===== src/rtl/pmem_burst_adapter.sv =====
// pmem_burst_adapter: answers line-wide pmem read/write requests by running a
// fixed-length burst of narrow beats on the downstream memory port.
module pmem_burst_adapter #(
  parameter int LINE_WIDTH = 256,
  parameter int BEAT_WIDTH = 64
) (
  input  logic                  clk,
  input  logic                  rst,
  input  logic                  pmem_read,
  input  logic                  pmem_write,
  input  logic [31:0]           pmem_address,
  input  logic [LINE_WIDTH-1:0] pmem_wdata,
  output logic [LINE_WIDTH-1:0] pmem_rdata,
  output logic                  pmem_resp,
  output logic                  burst_read,
  output logic                  burst_write,
  output logic [31:0]           burst_address,
  output logic [BEAT_WIDTH-1:0] burst_wdata,
  input  logic [BEAT_WIDTH-1:0] burst_rdata,
  input  logic                  burst_resp
);

  localparam int BEATS  = LINE_WIDTH / BEAT_WIDTH;
  localparam int BEAT_W = $clog2(BEATS);
  // Clears the byte-offset bits so the burst always starts on a line boundary.
  localparam logic [31:0] LINE_MASK = ~(32'(LINE_WIDTH / 8) - 32'd1);
  localparam logic [BEAT_W-1:0] LAST_BEAT = BEAT_W'(BEATS - 1);

  typedef enum logic [1:0] {IDLE, READ, WRITE, DONE} state_t;

  state_t                           state, state_n;
  logic [BEAT_W-1:0]                beat;
  logic [BEATS-1:0][BEAT_WIDTH-1:0] line_buf;
  logic [BEATS-1:0][BEAT_WIDTH-1:0] wr_buf;
  logic                             last_beat;

  assign last_beat  = burst_resp && (beat == LAST_BEAT);
  assign pmem_rdata = line_buf;

  // State register.
  always_ff @(posedge clk) begin
    if (rst) state <= IDLE;
    else     state <= state_n;
  end

  // Next-state and state-decoded outputs; nothing here looks at pmem_* except
  // the IDLE acceptance decision, so burst_* never follow the requester directly.
  always_comb begin
    state_n     = state;
    pmem_resp   = 1'b0;
    burst_read  = 1'b0;
    burst_write = 1'b0;
    burst_wdata = '0;
    case (state)
      IDLE: begin
        if (pmem_read)       state_n = READ;
        else if (pmem_write) state_n = WRITE;
      end
      READ: begin
        burst_read = 1'b1;
        if (last_beat) state_n = DONE;
      end
      WRITE: begin
        burst_write = 1'b1;
        burst_wdata = wr_buf[beat];
        if (last_beat) state_n = DONE;
      end
      DONE: begin
        pmem_resp = 1'b1;
        state_n   = IDLE;
      end
      default: state_n = IDLE;
    endcase
  end

  // Beat counter, burst address and line buffer. The read buffer is cleared by
  // reset because pmem_rdata exposes it directly; the write staging buffer is
  // only ever observed while WRITE is active, so it needs no reset.
  always_ff @(posedge clk) begin
    if (rst) begin
      beat          <= '0;
      line_buf      <= '0;
      burst_address <= '0;
    end else begin
      case (state)
        IDLE: begin
          if (pmem_read || pmem_write) begin
            beat          <= '0;
            burst_address <= pmem_address & LINE_MASK;
          end
        end
        READ: begin
          if (burst_resp) begin
            line_buf[beat] <= burst_rdata;
            beat           <= beat + BEAT_W'(1);
          end
        end
        WRITE: begin
          if (burst_resp) beat <= beat + BEAT_W'(1);
        end
        default: ;
      endcase
    end
  end

  // Write line capture at acceptance; a simultaneous read takes priority, so
  // the write data is captured later when the write itself is accepted.
  always_ff @(posedge clk) begin
    if (state == IDLE && !pmem_read && pmem_write) wr_buf <= pmem_wdata;
  end

endmodule


===== config.mk =====
export PLATFORM = sky130hd
export DESIGN_NAME = pmem_burst_adapter
export DESIGN_NICKNAME = d
export VERILOG_FILES = /design/src/rtl/pmem_burst_adapter.sv
export SDC_FILE = /design/constraint.sdc
export NUM_CORES = 1
export LEC_CHECK = 0
export BUFFER_PORTS_ARGS = -buffer_cell sky130_fd_sc_hd__buf_2
export CAP_MARGIN = 20
export CORE_AREA = 2 2 277 279
export DETAILED_ROUTE_END_ITERATION = 8
export DIE_AREA = 0 0 279 281
export GPL_ROUTABILITY_DRIVEN = 0
export PLACE_DENSITY = 0.61
export SLEW_MARGIN = 15
export SYNTH_ARGS = -nofsm -noshare
export SYNTH_HDL_FRONTEND = slang
export SYNTH_SLANG_ARGS = --single-unit
export TNS_END_PERCENT = 1

===== constraint.sdc =====
create_clock -name clk -period 6.8 [get_ports clk]
set_input_delay 0.68 -clock clk [delete_from_list [all_inputs] [get_ports clk]]
set_output_delay 0.68 -clock clk [all_outputs]
set_load 0.05 [all_outputs]

Word level (Yosys, flattened, before mapping)
Cells that the tools add are included.
Cells by class
  $add $sub $neg: 1
  $lt $le $gt $ge: 2
  eq/ne operators: 8
  mux-type cells: 16
  reduce and logical (&&, ||, !) cells: 13
Operator list (count)
  bitwise mux 256 bit: 1
  2-to-1 mux 64 bit: 3
  binary-select mux 64 bit (select 2 bit): 1
  demux 64 bit (select 2 bit): 1
  2-to-1 mux 2 bit: 5
  equality test 2 bit (second input constant): 3
  one-hot mux 2 bit (3 select lines): 1
  AND reduction 2 bit: 3
  logical AND 1 bit: 4
  != test 2 x 1 -> 1 bit (second input constant): 2
  one-hot mux 2 bit (2 select lines): 1
  < comparator 2 x 3 -> 1 bit (second input constant): 1
  2-to-1 mux 1 bit: 3
  != test 3 bit (second input constant): 1
  AND reduction 3 bit: 1
  adder 2 x 1 -> 2 bit (second input constant): 1
  equality test 2 x 1 -> 1 bit (second input constant): 1
  >= comparator 2 x 1 -> 1 bit (second input constant): 1
  logical NOT 2 bit: 1
  != test 2 bit (second input constant): 1
  nonzero test 2 bit: 1
  OR reduction 2 bit: 1
  logical NOT 1 bit: 1
  logical OR 1 bit: 1
Storage, ports and cells
  register bits after elaboration: 543
  output and inout bits: 355
  logic and storage cells: 51

Depth between registers and ports, before layout
  word-level depth: 5
  gate-level depth with buffers: 10
  mapped depth without buffers: 5

Worst setup path after synthesis
OpenSTA, ideal clock, no wires.
  path kind: input to register
  start point: input port pmem_read
  end point: register wr_buf[0] (netlist bit) (enable)
  arrival: 6.649 ns
  data required time: 6.150 ns
  setup slack: -0.499 ns
  cell stages on the path: 2
  path buffers: 0
  cells stage by stage: nor2b_1 -> and2_1
On the way
  cells in the longest elaborated chain, start to end: 3
Ends and longest elaborated chain
  from (decl): line 9  | input logic pmem_read,
  logical NOT 1 bit: line 109  | if (state == IDLE && !pmem_read && pmem_write) wr_buf <= pmem_wdata;
  logical AND 1 bit (2 in series): line 109
  to (signal assigned): line 109
  to (decl): line 34  | logic [BEATS-1:0][BEAT_WIDTH-1:0] wr_buf;
No other way between the ends.
A chain may end at the register's enable or synchronous reset.

Worst setup path in the final report
  start point: register beat[0]
  end point: output port burst_wdata[1]
On the way
  cells in the longest elaborated chain, start to end: 3
Ends and longest elaborated chain
  from (decl): line 32  | logic [BEAT_W-1:0] beat;
  from (signal assigned): line 95  | beat <= beat + BEAT_W'(1);
  from (signal assigned): line 99  | if (burst_resp) beat <= beat + BEAT_W'(1);
  binary-select mux 64 bit (select 2 bit): line 65  | burst_wdata = wr_buf[beat];
  2-to-1 mux 64 bit (implied by the code): line 65
  2-to-1 mux 64 bit: line 54  | case (state)
  to (decl): line 18  | output logic [BEAT_WIDTH-1:0] burst_wdata,
No other way between the ends. The select of a mux whose other input is x is not followed.

==> flow_summary.json <==
{
  "status": "complete, no violations",
  "synthCells": 1681,
  "postCtsHoldBufs": 0,
  "fin_crit_sh": 0.580,
  "required_ns": 6.12,
  "numCtsBuffers": 58,
  "cts_setup_buffers": 0,
  "start_util": 0.261,
  "drt-total-wl_um": 62400,
  "fillers": 7612,
  "post-route-util": 0.345,
  "hold_viol_final": 0,
  "p_total_w": 0.00919,
  "yosysWarningCount": 0,
  "slew_headroom": 0.314,
  "rsz0062_at_grt": "no",
  "netlist_area_sq_um": 19700,
  "die-area_sq_um": 78400,
  "hold_slack_ns": 0.236,
  "max_freq_ghz": 0.253,
  "area_delta_synth_final_pct": 31.9,
  "gr-total-overflow": 0,
  "reg2regPathDepth": 5,
  "clkLatencyLatePin_ns": 0.61,
  "post_cts_resized": 0,
  "drtPass1Iterations": 4,
  "tightest_slew_ns": 1.03,
  "ant_nets": 0,
  "io_buffers": 701,
  "reg2reg_from": "state[0]",
  "dieWidth_um": 279,
  "nets": 2708,
  "power_density_nw_per_um2": 353,
  "ir_worst_vdd_uv": 288,
  "place_hpwl_um": 43000,
  "crit_fanout": 43,
  "cts_max_path_buffers": 3,
  "ys_seq_area_frac": 0.681,
  "synth_cell_type_count": 33,
  "drive_gt1_frac": 0.370,
  "crit_type": "reg2out",
  "grt_max_degree": 163,
  "antenna_found_initial": 6,
  "viasPerCell": 4.40,
  "setup_slack_ns": 2.85,
  "clk_pin_slew_ns": 0.07,
  "cp-start-kind": "flop",
  "p_leak_nw": 10.4,
  "grtUsageTotal": 0.151,
  "clock_sinks": 543,
  "wl_per_cell_um": 18.5,
  "cp.arrival_ns": 3.27,
  "grt_pass1_vias": 14300,
  "startpoint": "beat[0]",
  "drcViolationCount": 0,
  "drtIter0Drc": 909,
  "pre_cts_ws_ns": 3.39,
  "final-max-slew-violation-count": 0,
  "cts_tree": "done",
  "root_buffer": "clkbuf_16",
  "die_height_um": 281,
  "finClkSkew_ns": 0.0232,
  "min_path_type": "in2reg",
  "rows": 101,
  "grt_pass1_wl_um": 90000,
  "core_sq_um": 75400,
  "finalSetupTns_ns": 0,
  "routed-via-count": 14900,
  "post-route-min-period_ns": 3.95,
  "synth_seq_cells": 543,
  "io_pins": 712,
  "min_path_cells": 1,
  "drv_cap": 0,
  "synth_area_per_cell_sq_um": 11.7,
  "worstHoldStart": "pmem_wdata[237]",
  "setup_violations": 0,
  "h-tree-depth": 2,
  "critical_path.endpoint_type": "primary output"
}
==> registers in the layout, indices dropped and copies added (netlist names) <==
register	cells
burst_address	27
wr_buf	256
state	2
pmem_rdata	256
beat	2
==> synth_stat cells <==
cell type / count / share of area
nor3b_2: 1 / 0.00063
o21ai_2: 1 / 0.00044
mux2_2: 1 / 0.00057
nand2b_1: 1 / 0.00032
and2_1: 65 / 0.021
clkbuf_1: 67 / 0.013
nand4_1: 1 / 0.00032
buf_2: 34 / 0.0086
o311a_1: 1 / 0.00051
buf_6: 1 / 0.00057
nand2_1: 567 / 0.11
buf_12: 3 / 0.0030
conb_1: 1 / 0.00019
a21oi_1: 284 / 0.072
buf_4: 8 / 0.0030
ha_1: 8 / 0.0051
nor2b_1: 2 / 0.00063
o21a_1: 2 / 0.00076
and3_1: 4 / 0.0013
inv_1: 5 / 0.00095
a21boi_0: 1 / 0.00038
buf_1: 4 / 0.00076
o31a_1: 1 / 0.00044
o31ai_1: 1 / 0.00038
o2111a_1: 1 / 0.00057
nor4_1: 1 / 0.00032
o21ai_0: 2 / 0.00051
nand3_1: 4 / 0.0010
edfxtp_1: 256 / 0.39
buf_8: 1 / 0.00076
mux4_2: 64 / 0.073
or4_1: 1 / 0.00038
dfxtp_1: 287 / 0.29
==> report_power, final <==
part	switching (W)	internal [W]	leakage, nW
Sequential	0.000178	0.00378	4.69
Clock	0.00132	0.00189	0.947
Combinational	0.00138	0.000639	4.72
Total	0.00288	0.00631	10.4
==> path summary, 6_finish.rpt <==
| path | slack [ns] | to |
|---|---|---|
| hold reg to reg | 0.45 | pmem_rdata[54] |
| setup reg to reg | 3.87 | wr_buf[10] |
| setup / recovery | 2.85 | burst_wdata[1] |
| hold / removal | 0.24 | wr_buf[237] |
==> metrics by stage <==
step                cells  instance area [sq um]
finish               3375                  26000
global route         3374                  26000
CTS                  3369                  26000
detailed placement   3261                  24100
global placement     3261                  24100
floorplan            1685                  19700
==> cell families after synthesis <==
group / count (synthesis) / synth area share
and+or+nand+nor: 647 / 0.133
DFF: 543 / 0.681
AOI/OAI and AO/OA: 294 / 0.0761
buffers and inverters: 123 / 0.0305
muxes: 65 / 0.0737
adders and majority gates: 8 / 0.00508
other: 1 / 0.000190
==> critical path, stage by stage, from the launching register on <==
cell     delay, ns
dfxtp_4       0.91
buf_4         0.62
mux4_2        0.65
and2_1        0.20
buf_2         0.21
==> layer usage <==
metal	vias up	GRT usage	share of wire
li1	7100	-	-
met5	-	0	0
met2	513	0.265	0.51
met3	111	0.0369	0.067
met1	7142	0.180	0.39
met4	0	0.0540	0.029
==> layout make-up <==
class                   instances  area, sq um  area share
diodes                          6         15.0    0.000577
clock buffers                  78         1580      0.0606
clock inverters                30          353      0.0136
inverters                       5         18.8    0.000721
multi-input cells            1019         5730       0.220
flip-flops and latches        543        13400       0.517
well taps                     978         1220      0.0470
repair buffers                716         3650       0.140
==> placed cells by master, fill, tap and decap left out, types with 3 or more instances in the layout <==
cell type  count
and2_1        64
and3_2         4
conb_1         5
buf_4         13
mux4_2        64
inv_1          5
clkinv_1       3
clkbuf_8       6
nand3_2        4
clkinv_2      13
buf_2        700
edfxtp_1     256
ha_1           7
diode_2        6
clkbuf_16     58
clkbuf_1      15
nand2_1      567
dfxtp_1      285
bufinv_16      7
a21oi_1      284
(Power assumes the default switching activity.)
